$ cat config.mk
export PLATFORM = sky130hd
export DESIGN_NAME = pc_branch_unit
export DESIGN_NICKNAME = d
export VERILOG_FILES = /design/src/rtl/pc_branch_unit.sv
export SDC_FILE = /design/constraint.sdc
export NUM_CORES = 1
export LEC_CHECK = 0
export BUFFER_PORTS_ARGS = -buffer_cell sky130_fd_sc_hd__buf_2
export CORE_MARGIN = 5
export CORE_UTILIZATION = 45
export CTS_CLUSTER_DIAMETER = 40
export DETAILED_ROUTE_END_ITERATION = 12
export PLACE_DENSITY_LB_ADDON = 0.05
export SYNTH_ARGS = -nofsm -noshare
export SYNTH_HDL_FRONTEND = slang
export SYNTH_SLANG_ARGS = --single-unit
$ cat constraint.sdc
create_clock -name clk -period 10.2 [get_ports clk]
set_input_delay 1.02 -clock clk [delete_from_list [all_inputs] [get_ports clk]]
set_output_delay 1.02 -clock clk [all_outputs]
set_load 0.05 [all_outputs]
$ cat src/rtl/pc_branch_unit.sv
// Program-counter sequencer with conditional jump/call/return and a small
// hardware return-address stack. RET takes two cycles (IDLE -> POP -> IDLE).
module pc_branch_unit #(
  parameter logic [15:0] RESET_PC    = 16'h0000,
  parameter int          STACK_DEPTH = 8
) (
  input  logic        clk,
  input  logic        rst,
  input  logic [3:0]  flags,
  input  logic        valid,
  output logic        ready,
  input  logic [1:0]  op,
  input  logic [2:0]  cond,
  input  logic [15:0] target,
  output logic [15:0] pc,
  output logic        taken,
  output logic [3:0]  depth,
  output logic        stack_err
);

  localparam int         IDX_W     = (STACK_DEPTH > 1) ? $clog2(STACK_DEPTH) : 1;
  localparam logic [3:0] DEPTH_MAX = 4'(STACK_DEPTH);

  typedef enum logic [1:0] {
    OP_NEXT = 2'b00,
    OP_JUMP = 2'b01,
    OP_CALL = 2'b10,
    OP_RET  = 2'b11
  } op_e;

  typedef enum logic {
    S_IDLE = 1'b0,
    S_POP  = 1'b1
  } state_e;

  state_e             state_q, state_d;
  logic [15:0]        pc_q, pc_d;
  logic               taken_q, taken_d;
  logic [3:0]         depth_q, depth_d;
  logic               err_q, err_d;
  logic               ret_cond_q, ret_cond_d;
  logic [15:0]        stack_q [STACK_DEPTH];

  logic               cond_true;
  logic               accept;
  logic               stack_full;
  logic               stack_empty;
  logic [15:0]        pc_inc;
  logic               push_en;
  logic [IDX_W-1:0]   push_idx;
  logic [IDX_W-1:0]   pop_idx;

  // Condition codes 001..110 are only meaningful once the ALU has left reset.
  always_comb begin
    unique case (cond)
      3'b000:  cond_true = 1'b1;
      3'b001:  cond_true = flags[0] &  flags[1];
      3'b010:  cond_true = flags[0] & ~flags[1];
      3'b011:  cond_true = flags[0] &  flags[2];
      3'b100:  cond_true = flags[0] & ~flags[2];
      3'b101:  cond_true = flags[0] &  flags[3];
      3'b110:  cond_true = flags[0] & ~flags[3];
      default: cond_true = 1'b0;
    endcase
  end

  assign accept      = valid && (state_q == S_IDLE);
  assign stack_full  = (depth_q == DEPTH_MAX);
  assign stack_empty = (depth_q == 4'd0);
  assign pc_inc      = pc_q + 16'd1;
  assign push_idx    = IDX_W'(depth_q);
  assign pop_idx     = IDX_W'(depth_q - 4'd1);

  always_comb begin
    // NOTE: every signal driven here gets a default first, so no path can
    // leave one unassigned and infer a latch.
    state_d    = state_q;
    pc_d       = pc_q;
    taken_d    = 1'b0;
    depth_d    = depth_q;
    err_d      = err_q;
    ret_cond_d = ret_cond_q;
    push_en    = 1'b0;

    unique case (state_q)
      S_IDLE: begin
        if (accept) begin
          unique case (op_e'(op))
            OP_NEXT: pc_d = pc_inc;
            OP_JUMP: begin
              if (cond_true) begin
                pc_d    = target;
                taken_d = 1'b1;
              end else begin
                pc_d = pc_inc;
              end
            end
            OP_CALL: begin
              if (cond_true && !stack_full) begin
                push_en = 1'b1;
                depth_d = depth_q + 4'd1;
                pc_d    = target;
                taken_d = 1'b1;
              end else begin
                pc_d  = pc_inc;
                err_d = err_q | cond_true;
              end
            end
            OP_RET: begin
              // Condition is captured now; flags may change during POP.
              state_d    = S_POP;
              ret_cond_d = cond_true;
            end
            default: pc_d = pc_q;
          endcase
        end
      end
      S_POP: begin
        state_d = S_IDLE;
        if (ret_cond_q && !stack_empty) begin
          pc_d    = stack_q[pop_idx];
          depth_d = depth_q - 4'd1;
          taken_d = 1'b1;
        end else begin
          pc_d  = pc_inc;
          err_d = err_q | ret_cond_q;
        end
      end
      default: state_d = S_IDLE;
    endcase
  end

  // NOTE: sequential state uses non-blocking assignments so every register
  // samples the values from before the edge.
  always_ff @(posedge clk or negedge rst) begin
    if (!rst) begin
      state_q    <= S_IDLE;
      pc_q       <= RESET_PC;
      taken_q    <= 1'b0;
      depth_q    <= 4'd0;
      err_q      <= 1'b0;
      ret_cond_q <= 1'b0;
    end else begin
      state_q    <= state_d;
      pc_q       <= pc_d;
      taken_q    <= taken_d;
      depth_q    <= depth_d;
      err_q      <= err_d;
      ret_cond_q <= ret_cond_d;
    end
  end

  // NOTE: the stack array is deliberately not reset; depth alone defines
  // which entries are valid, and an unreset array maps onto plain storage.
  always_ff @(posedge clk) begin
    if (push_en) begin
      stack_q[push_idx] <= pc_inc;
    end
  end

  assign ready     = (state_q == S_IDLE);
  assign pc        = pc_q;
  assign taken     = taken_q;
  assign depth     = depth_q;
  assign stack_err = err_q;

endmodule
==> impl_metrics.tcl, run 1 <==
set metrics [dict create \
    drc 0 \
    area_delta_synth_final_pct 14.9 \
    critical_path_arrival_ns 3.96 \
    power_uw 2210 \
    ctsHoldBuffers 0 \
    period_needed_ns 3.94 \
    dpl.hpwl_um 11900 \
    dp.cells 664 \
    grt_pass1_vias 4092 \
    cts_buffer_depth 2 \
    final_common_cell "edfxtp_1" \
    timing.rr.start "depth[0]" \
    route.antenna.remaining_nets 0 \
    globalplace.congestion 0.805 \
    n_antenna_cell 0 \
    avgSynthCellArea_um2 15.2 \
    yosysWarnings 0 \
    rsz0062_at_grt "false" \
    startpoint "cond[2]" \
    grt_antenna_before_repair 0 \
    grt_max_degree 38 \
    dieWidth_um 133 \
    fmax_ghz 0.254 \
    slew_viol_final 0 \
    syn_nets 482 \
    async_flop_share_pct 15.8 \
    cts_sinks 152 \
    startpoint_type "input port" \
    cap_violations 0 \
    drive_above_1_share_pct 27.0 \
    power.leakage_uw 0.00270 \
    num_rows 45 \
    die_area_um2 17700 \
    core-area_um2 15000 \
    port-buffer-count 50 \
    status "complete, no violations" \
    layout_common_cells "edfxtp_1, buf_2, mux4_2, nand2_1" \
    critPathCapture "stack_q[3][13]" \
    setup_viol 0 \
    htreeDepth 4 \
    clock_latency_ns 0.41 \
    initial_core_util_pct 45.3 \
    drt_iter0_markers 332 \
    hold_class "flop to flop" \
    power_density_nw_per_um2 282 \
    slew_headroom_pct 27.1 \
    grt.total_usage_pct 19.8 \
    nFillCells 1275 \
    required_ns 10.23 \
    seq_area_frac_synth_pct 65.3 \
    tightest_slew_ns 1.09 \
    tritoncts "done" \
    path_cells "buf_2 > nor2b_2 > o21ai_1 > or4b_1 > nor4_1 > nand2_1 > nor2_2" \
    dr.pass1.iters 6 \
    synthDistinctLibCells 62 \
    reg2reg_slack_ns 6.31 \
    crit_slowest_cell "nor2_2" \
    synthCells 447 \
    nets 530 \
    ys.flop_type "edfxtp_1" \
    clk_pin_slew_ns 0.06 \
    cp-end-kind "flop" \
    die_h_um 133 \
    fin_worst_skew_ns 0.0102 \
    r2r_cells 8 \
    cts_made_buffers 17 \
    final_cells 696 \
    r2r-end "stack_q[3][13]" \
    hold_violations 0 \
    wl_per_cell_um 24.2 \
    fin_crit_sh_pct 38.6 \
    io_pins 51 \
    synth-edff-count 128 \
    critPathMaxFanout 16 \
    via_per_inst 6.01 \
    wl_um 16900 \
    synth-seq-cells 152 \
    synth_area_um2 6810 \
    ir_worst_vdd_v 0.000128 \
    cts_setup_buffers 0 \
    grt_overflow 0 \
    crit_type "input port to flop" \
    grt_pass1_wl_um 25700 \
    vias 4186 \
    slowest_delay_ns 0.79 \
    root_buffer "clkbuf_16" \
    tns_ns 0 \
    post_cts_resized 0 \
]
[metrics by stage]
| step | setup slack (ns) | util (%) | instance area [um^2] | hold slack, ns |
|---|---|---|---|---|
| detailed placement | 5.91 | 48.1 | 7240 | 0.447 |
| finish | 6.26 | 52.0 | 7820 | 0.467 |
| CTS | 6.30 | 52.0 | 7820 | 0.464 |
| global placement | 5.97 | 48.1 | 7240 | 0.441 |
| floorplan | 6.24 | - | 6810 | 0.539 |
| global route | 5.99 | 52.0 | 7820 | 0.515 |
[synth_stat cells (3+ instances only)]
cell type  count  area [um^2]
a211oi_1       4         30.0
a21o_1         3         22.5
a21oi_1       13         65.1
a221oi_1       4         35.0
a222oi_1       4         40.0
a22oi_1       10         75.1
a311o_1        3         30.0
a31oi_1        4         25.0
buf_1          3         11.3
buf_2          5         25.0
clkbuf_1      15         56.3
dfrtp_1       24          601
edfxtp_1     128         3840
ha_1           7         87.6
inv_1         15         56.3
mux4_2        32          721
nand2_1       29          109
nand2b_1       3         18.8
nand3_1        9         45.0
nand3b_1       3         22.5
nand4_1        7         43.8
nor2_1        29          109
nor2b_1        3         18.8
nor3_1        10         50.1
nor3b_1        3         22.5
o21a_1         3         22.5
o21ai_0       10         50.1
or2_2          3         18.8
xnor2_1       13          114
xor2_1         6         52.6
[cell type report]
| cell class | instances | area, um^2 | share of cell area, % |
|---|---|---|---|
| Clock buffer | 19 | 433 | 5.53 |
| Clock inverter | 13 | 153 | 1.95 |
| Inverter | 15 | 56.3 | 0.720 |
| Multi-Input combinational cell | 253 | 2200 | 28.2 |
| Sequential cell | 152 | 4450 | 56.8 |
| Tap cell | 188 | 235 | 3.01 |
| Timing Repair Buffer | 56 | 295 | 3.77 |
[sequential cells by signal (all words and copies together), names as in the netlist]
name,flops
depth,4
pc,16
ret_cond_q,1
stack_err,1
stack_q,128
state_q,1
taken,1
[kinds of logic after synthesis]
kind of cell	synth area share, %
muxes	10.9
xor gates and xnor gates	2.45
buffers and inverters	2.74
adders and majority gates	1.29
and+or+nand+nor	8.11
DFF	65.3
AOI/OAI and AO/OA	9.23
[power breakdown]
group	internal (uW)	leakage [uW]	switching, uW
combinational	260	0.000979	467
clock	383	0.000278	237
sequential	783	0.00145	80.5
[routing by layer]
| metal | wire [um] | share of wire (%) | GRT usage (%) | vias to the layer above |
|---|---|---|---|---|
| met5 | 0 | 0 | 0 | - |
| li1 | - | - | - | 1866 |
| met2 | 7800 | 46 | 29.5 | 156 |
| met4 | 263 | 1.6 | 6.29 | 0 |
| met3 | 1040 | 6.2 | 3.95 | 16 |
| met1 | 7760 | 46 | 29.4 | 2148 |
[how the worst min path moves through the flow]
stage	endpoint	slack, ns	depth (start not counted)	from
global route	stack_err	0.52	1	stack_err
floorplan	ret_cond_q	0.54	2	ret_cond_q
CTS	stack_err	0.46	1	stack_err
finish	stack_err	0.47	1	stack_err
detailed placement	stack_err	0.45	1	stack_err
global placement	stack_err	0.44	1	stack_err
[worst max-delay path, delay by kind of cell]
family	cells	cell delay (ns)
compound gates	1	0.14
simple gates	5	2.67
buf+inv	1	0.13
Power figures use the tool's default switching activity.
==> inputs of run 2 (changes only) <==
clock period = 3.78 ns   (was 10.2 ns; I/O delays follow)
==> run 2 against run 1 <==
Net effect:
- the flow now finishes with violations (negative hold slack)
- combinational power grew to 2.7 times the previous value
- die area is the same
- final area grew 0.16%
- sequential power grew to 2.7 times the previous value
- core utilization grew 0.083 points
- worst setup slack lost 5.3 ns
- via count grew 1.2%
- largest power group unchanged
==> impl_metrics.tcl, run 2 (synthesis gave the netlist of run 1 again) <==
set metrics [dict create \
    nets 538 \
    htreeDepth 4 \
    largest_reg_flops 128 \
    initial_core_util_pct 45.3 \
    core-area_um2 15000 \
    dpl.hpwl_um 11800 \
    cts_buffer_depth 2 \
    cp-end-kind "flop" \
    final_cells 704 \
    nFillCells 1256 \
    finalHoldWorstSlack_ns -0.00348 \
    grt.total_usage_pct 20.2 \
    route.antenna.remaining_nets 0 \
    tightest_slew_ns 1.21 \
    status "finished, violations left" \
    clk_pin_slew_ns 0.06 \
    hold_class "input port to asynchronous set/reset pin" \
    dieWidth_um 133 \
    dp.cells 672 \
    stdcell_area_um2 7840 \
    clock_latency_ns 0.42 \
    startpoint_type "flop" \
    power_uw 5870 \
    n_antenna_cell 0 \
    fin_crit_sh_pct 75.4 \
    violations "negative hold slack" \
    tritoncts "done" \
    register_area_um2 4450 \
    cts_setup_buffers 0 \
    num_rows 45 \
    critical_path_arrival_ns 2.95 \
    drc 0 \
    period_needed_ns 2.85 \
    r2r-end "stack_q[0][10]" \
    slew_headroom_pct 18.9 \
    wl_per_cell_um 24.6 \
    die_area_um2 17700 \
    regMostFlops "stack_q" \
    hold_violations 3 \
    r2r_cells 4 \
    timing.final.ws_setup_ns 0.929 \
    cap_violations 0 \
    critPathMaxFanout 10 \
    post_cts_resized 0 \
    ir_worst_vdd_v 0.000402 \
    multi_input_area_um2 2200 \
    placed_area_um2 7300 \
    dr.pass1.iters 6 \
    area_delta_synth_final_pct 15.1 \
    ctsHoldBuffers 0 \
    power.leakage_uw 0.00272 \
    port-buffer-count 50 \
    cts_sinks 152 \
    crit_type "flop to flop" \
    root_buffer "clkbuf_16" \
    grt_pass1_wl_um 26300 \
    grt_max_degree 37 \
    wl_um 17300 \
    grt_antenna_before_repair 0 \
    pre_cts_ws_ns 0.870 \
    io_pins 51 \
    required_ns 3.87 \
    final_common_cell "edfxtp_1" \
    vias 4236 \
    via_per_inst 6.02 \
    power_density_nw_per_um2 749 \
    cts_made_buffers 17 \
    layout_common_cells "edfxtp_1, buf_2, mux4_2, nand2_1" \
    grt_pass1_vias 4275 \
    timing.rr.start "pc[0]" \
    die_h_um 133 \
    drt_iter0_markers 364 \
    fmax_ghz 0.351 \
    slew_viol_final 0 \
    reg2reg_slack_ns 0.93 \
    grt_overflow 0 \
    setup_viol 0 \
    globalplace.congestion 0.883 \
    fin_worst_skew_ns 0.00758 \
    rsz0062_at_grt "false" \
    drive_above_1_share_pct 27.5 \
]
run 2: power by group:
part / leakage (uW) / switching, uW / internal, uW
Combinational: 0.00102 / 1280 / 715
Sequential: 0.00145 / 224 / 2110
Clock: 0.000256 / 625 / 920
run 2: how the worst max path moves through the flow:
stage | cells past startpoint | start | end | slack [ns]
after CTS | 4 | pc[0] | stack_q[4][10] | 0.95
after floorplan | 10 | depth[0] | stack_q[1][0] | -0.18
after detailed placement | 8 | op[0] | pc[8] | 0.87
after global placement | 8 | op[0] | pc[8] | 0.91
after global routing | 7 | depth[1] | pc[0] | 0.80
final | 4 | pc[0] | stack_q[0][10] | 0.93
run 2: critical path, stage by stage (launching register included):
cell	delay [ns]
dfrtp_1	0.58
ha_1	0.40
nand4_1	0.40
or2_2	0.45
xnor2_1	0.69
run 2: routing by layer:
layer | wire [um] | track usage, % | vias to the layer above
met3 | 1320 | 5.21 | 33
met4 | 497 | 8.08 | 0
met2 | 7840 | 29.4 | 202
met5 | 0 | 0 | -
met1 | 7670 | 29.0 | 2132
li1 | - | - | 1869
run 2: metrics by stage:
step | TNS, ns | util (%) | hold slack, ns
after floorplan | -5.69 | - | 0.0824
final | 0 | 52.1 | -0.00348
after detailed placement | 0 | 48.5 | 0.442
after global placement | 0 | 48.5 | 0.439
after CTS | 0 | 52.1 | 0.00405
after global routing | 0 | 52.1 | 0.0324
run 2: layout make-up:
class	instances	share of cell area, %
clock inverters	8	0.974
flip-flops and latches	152	56.7
multi-input cells	253	28.1
inverters	15	0.719
well taps	188	3.00
repair buffers	64	4.54
clock buffers	24	5.89
==> inputs of run 3 (changes only) <==
clock period = 2.5 ns   (was 3.78 ns; I/O delays follow)
==> run 3 against run 2 <==
Net effect:
- the flow now finishes without violations
- maximum frequency increased by 20%
- register-to-register slack worse by 0.81 ns
- sequential cell count unchanged
- sequential power is 44% higher
- highest routed layer unchanged
- wire length is 8.7% higher
- die area unchanged
- worst setup slack worse by 0.81 ns
- clock power grew 70%
- combinational power rose by 89%
- non-clock buffer count is 56 higher
- core utilization up 5.5 points
- clock-buffer cell count decreased by 3
==> impl_metrics.tcl, run 3 (synthesis gave the netlist of run 1 again) <==
set metrics [dict create \
    dr.pass1.iters 5 \
    finalHoldWorstSlack_ns 0.0739 \
    critical_path_arrival_ns 2.69 \
    final_common_cell "edfxtp_1" \
    cap_violations 0 \
    initial_core_util_pct 45.3 \
    tightest_slew_ns 0.831 \
    grt_pass1_vias 4507 \
    grt_max_degree 37 \
    setup_viol 0 \
    placed_area_um2 8000 \
    dp.cells 725 \
    dpl.hpwl_um 13300 \
    startpoint_type "flop" \
    hold_class "input port to flop" \
    die_area_um2 17700 \
    power_uw 9740 \
    globalplace.congestion 0.926 \
    area_delta_synth_final_pct 27.3 \
    vias 4497 \
    num_rows 45 \
    drt_iter0_markers 450 \
    tritoncts "done" \
    stdcell_area_um2 8660 \
    slew_headroom_pct 44.4 \
    fmax_ghz 0.420 \
    htreeDepth 4 \
    nFillCells 1182 \
    drive_above_1_share_pct 37.6 \
    status "complete, no violations" \
    crit_type "flop to flop" \
    cts_sinks 152 \
    clk_pin_slew_ns 0.06 \
    core-area_um2 15000 \
    ir_worst_vdd_v 0.000570 \
    clock_latency_ns 0.42 \
    fin_crit_sh_pct 95.2 \
    slew_viol_final 0 \
    n_antenna_cell 0 \
    critPathMaxFanout 15 \
    hold_violations 0 \
    dieWidth_um 133 \
    final_cells 760 \
    nets 594 \
    route.antenna.remaining_nets 0 \
    port-buffer-count 50 \
    fin_worst_skew_ns 0.00817 \
    power_density_nw_per_um2 1120 \
    die_h_um 133 \
    wl_um 18800 \
    root_buffer "clkbuf_16" \
    cts_buffer_depth 2 \
    largest_reg_flops 128 \
    grt_antenna_before_repair 0 \
    required_ns 2.81 \
    cp-end-kind "flop" \
    multi_input_area_um2 2340 \
    period_needed_ns 2.38 \
    register_area_um2 4450 \
    grt.total_usage_pct 22.1 \
    drc 0 \
    grt_overflow 0 \
    wl_per_cell_um 24.8 \
    power.leakage_uw 0.00312 \
    cts_made_buffers 17 \
    via_per_inst 5.92 \
    rsz0062_at_grt "false" \
    regMostFlops "stack_q" \
    io_pins 51 \
    layout_common_cells "edfxtp_1, buf_4, buf_2, mux4_2, nand2_1" \
    grt_pass1_wl_um 28800 \
]
## run 3: per-layer routing
| layer | global-route usage (%) | vias to the layer above | share of wire (%) |
|---|---|---|---|
| li1 | - | 1997 | - |
| met1 | 33.1 | 2279 | 46 |
| met2 | 31.9 | 192 | 44 |
| met3 | 4.52 | 29 | 7.3 |
| met4 | 8.14 | 0 | 2.5 |
| met5 | 0 | - | 0 |
## run 3: path summary, 6_finish.rpt
kind                            from        end  slack (ns)  cells after the start
max                         depth[0]      pc[5]        0.12                      6
min                        target[8]      pc[8]        0.07                      3
max reg2reg                 depth[0]      pc[5]        0.12                      6
min reg2reg                stack_err  stack_err        0.46                      1
max in group asynchronous        rst   depth[0]        1.69                      2
min in group asynchronous        rst   depth[2]        0.37                      2
## run 3: timing repair
action	in CTS	in global routing
hold endpoints to repair	24	0
hold buffers	1	0
resized for setup	0	5
setup endpoints to repair	0	6
setup buffers	0	1
## run 3: layout make-up
cell class | count | area share (%)
Multi-Input combinational cell | 253 | 27.0
Sequential cell | 152 | 51.3
Tap cell | 188 | 2.72
Clock inverter | 11 | 1.69
Inverter | 15 | 0.737
Clock buffer | 21 | 5.20
Timing Repair Buffer | 120 | 11.3
## run 3: per-stage QoR
step / setup TNS (ns) / setup WS (ns) / util [%]
after CTS: 0 / 0.0605 / 57.2
after global routing: 0 / 0.0222 / 57.6
after floorplan: -6.83 / -0.194 / -
after global placement: -6.30 / -0.0892 / 53.2
after detailed placement: -7.41 / -0.101 / 53.2
final: 0 / 0.120 / 57.6
## run 3: critical path, cell delays in order (launching register included)
cell      delay, ns
dfrtp_2        0.46
inv_8          0.06
ha_4           0.42
mux4_2         0.39
a222oi_1       0.52
o21ai_1        0.13
a311o_1        0.28
## run 3: power by group
group	internal, uW	switching, uW	leakage, uW
clock	1600	1010	0.000290
combinational	1500	2260	0.00139
sequential	3190	174	0.00145
total	6300	3440	0.00312
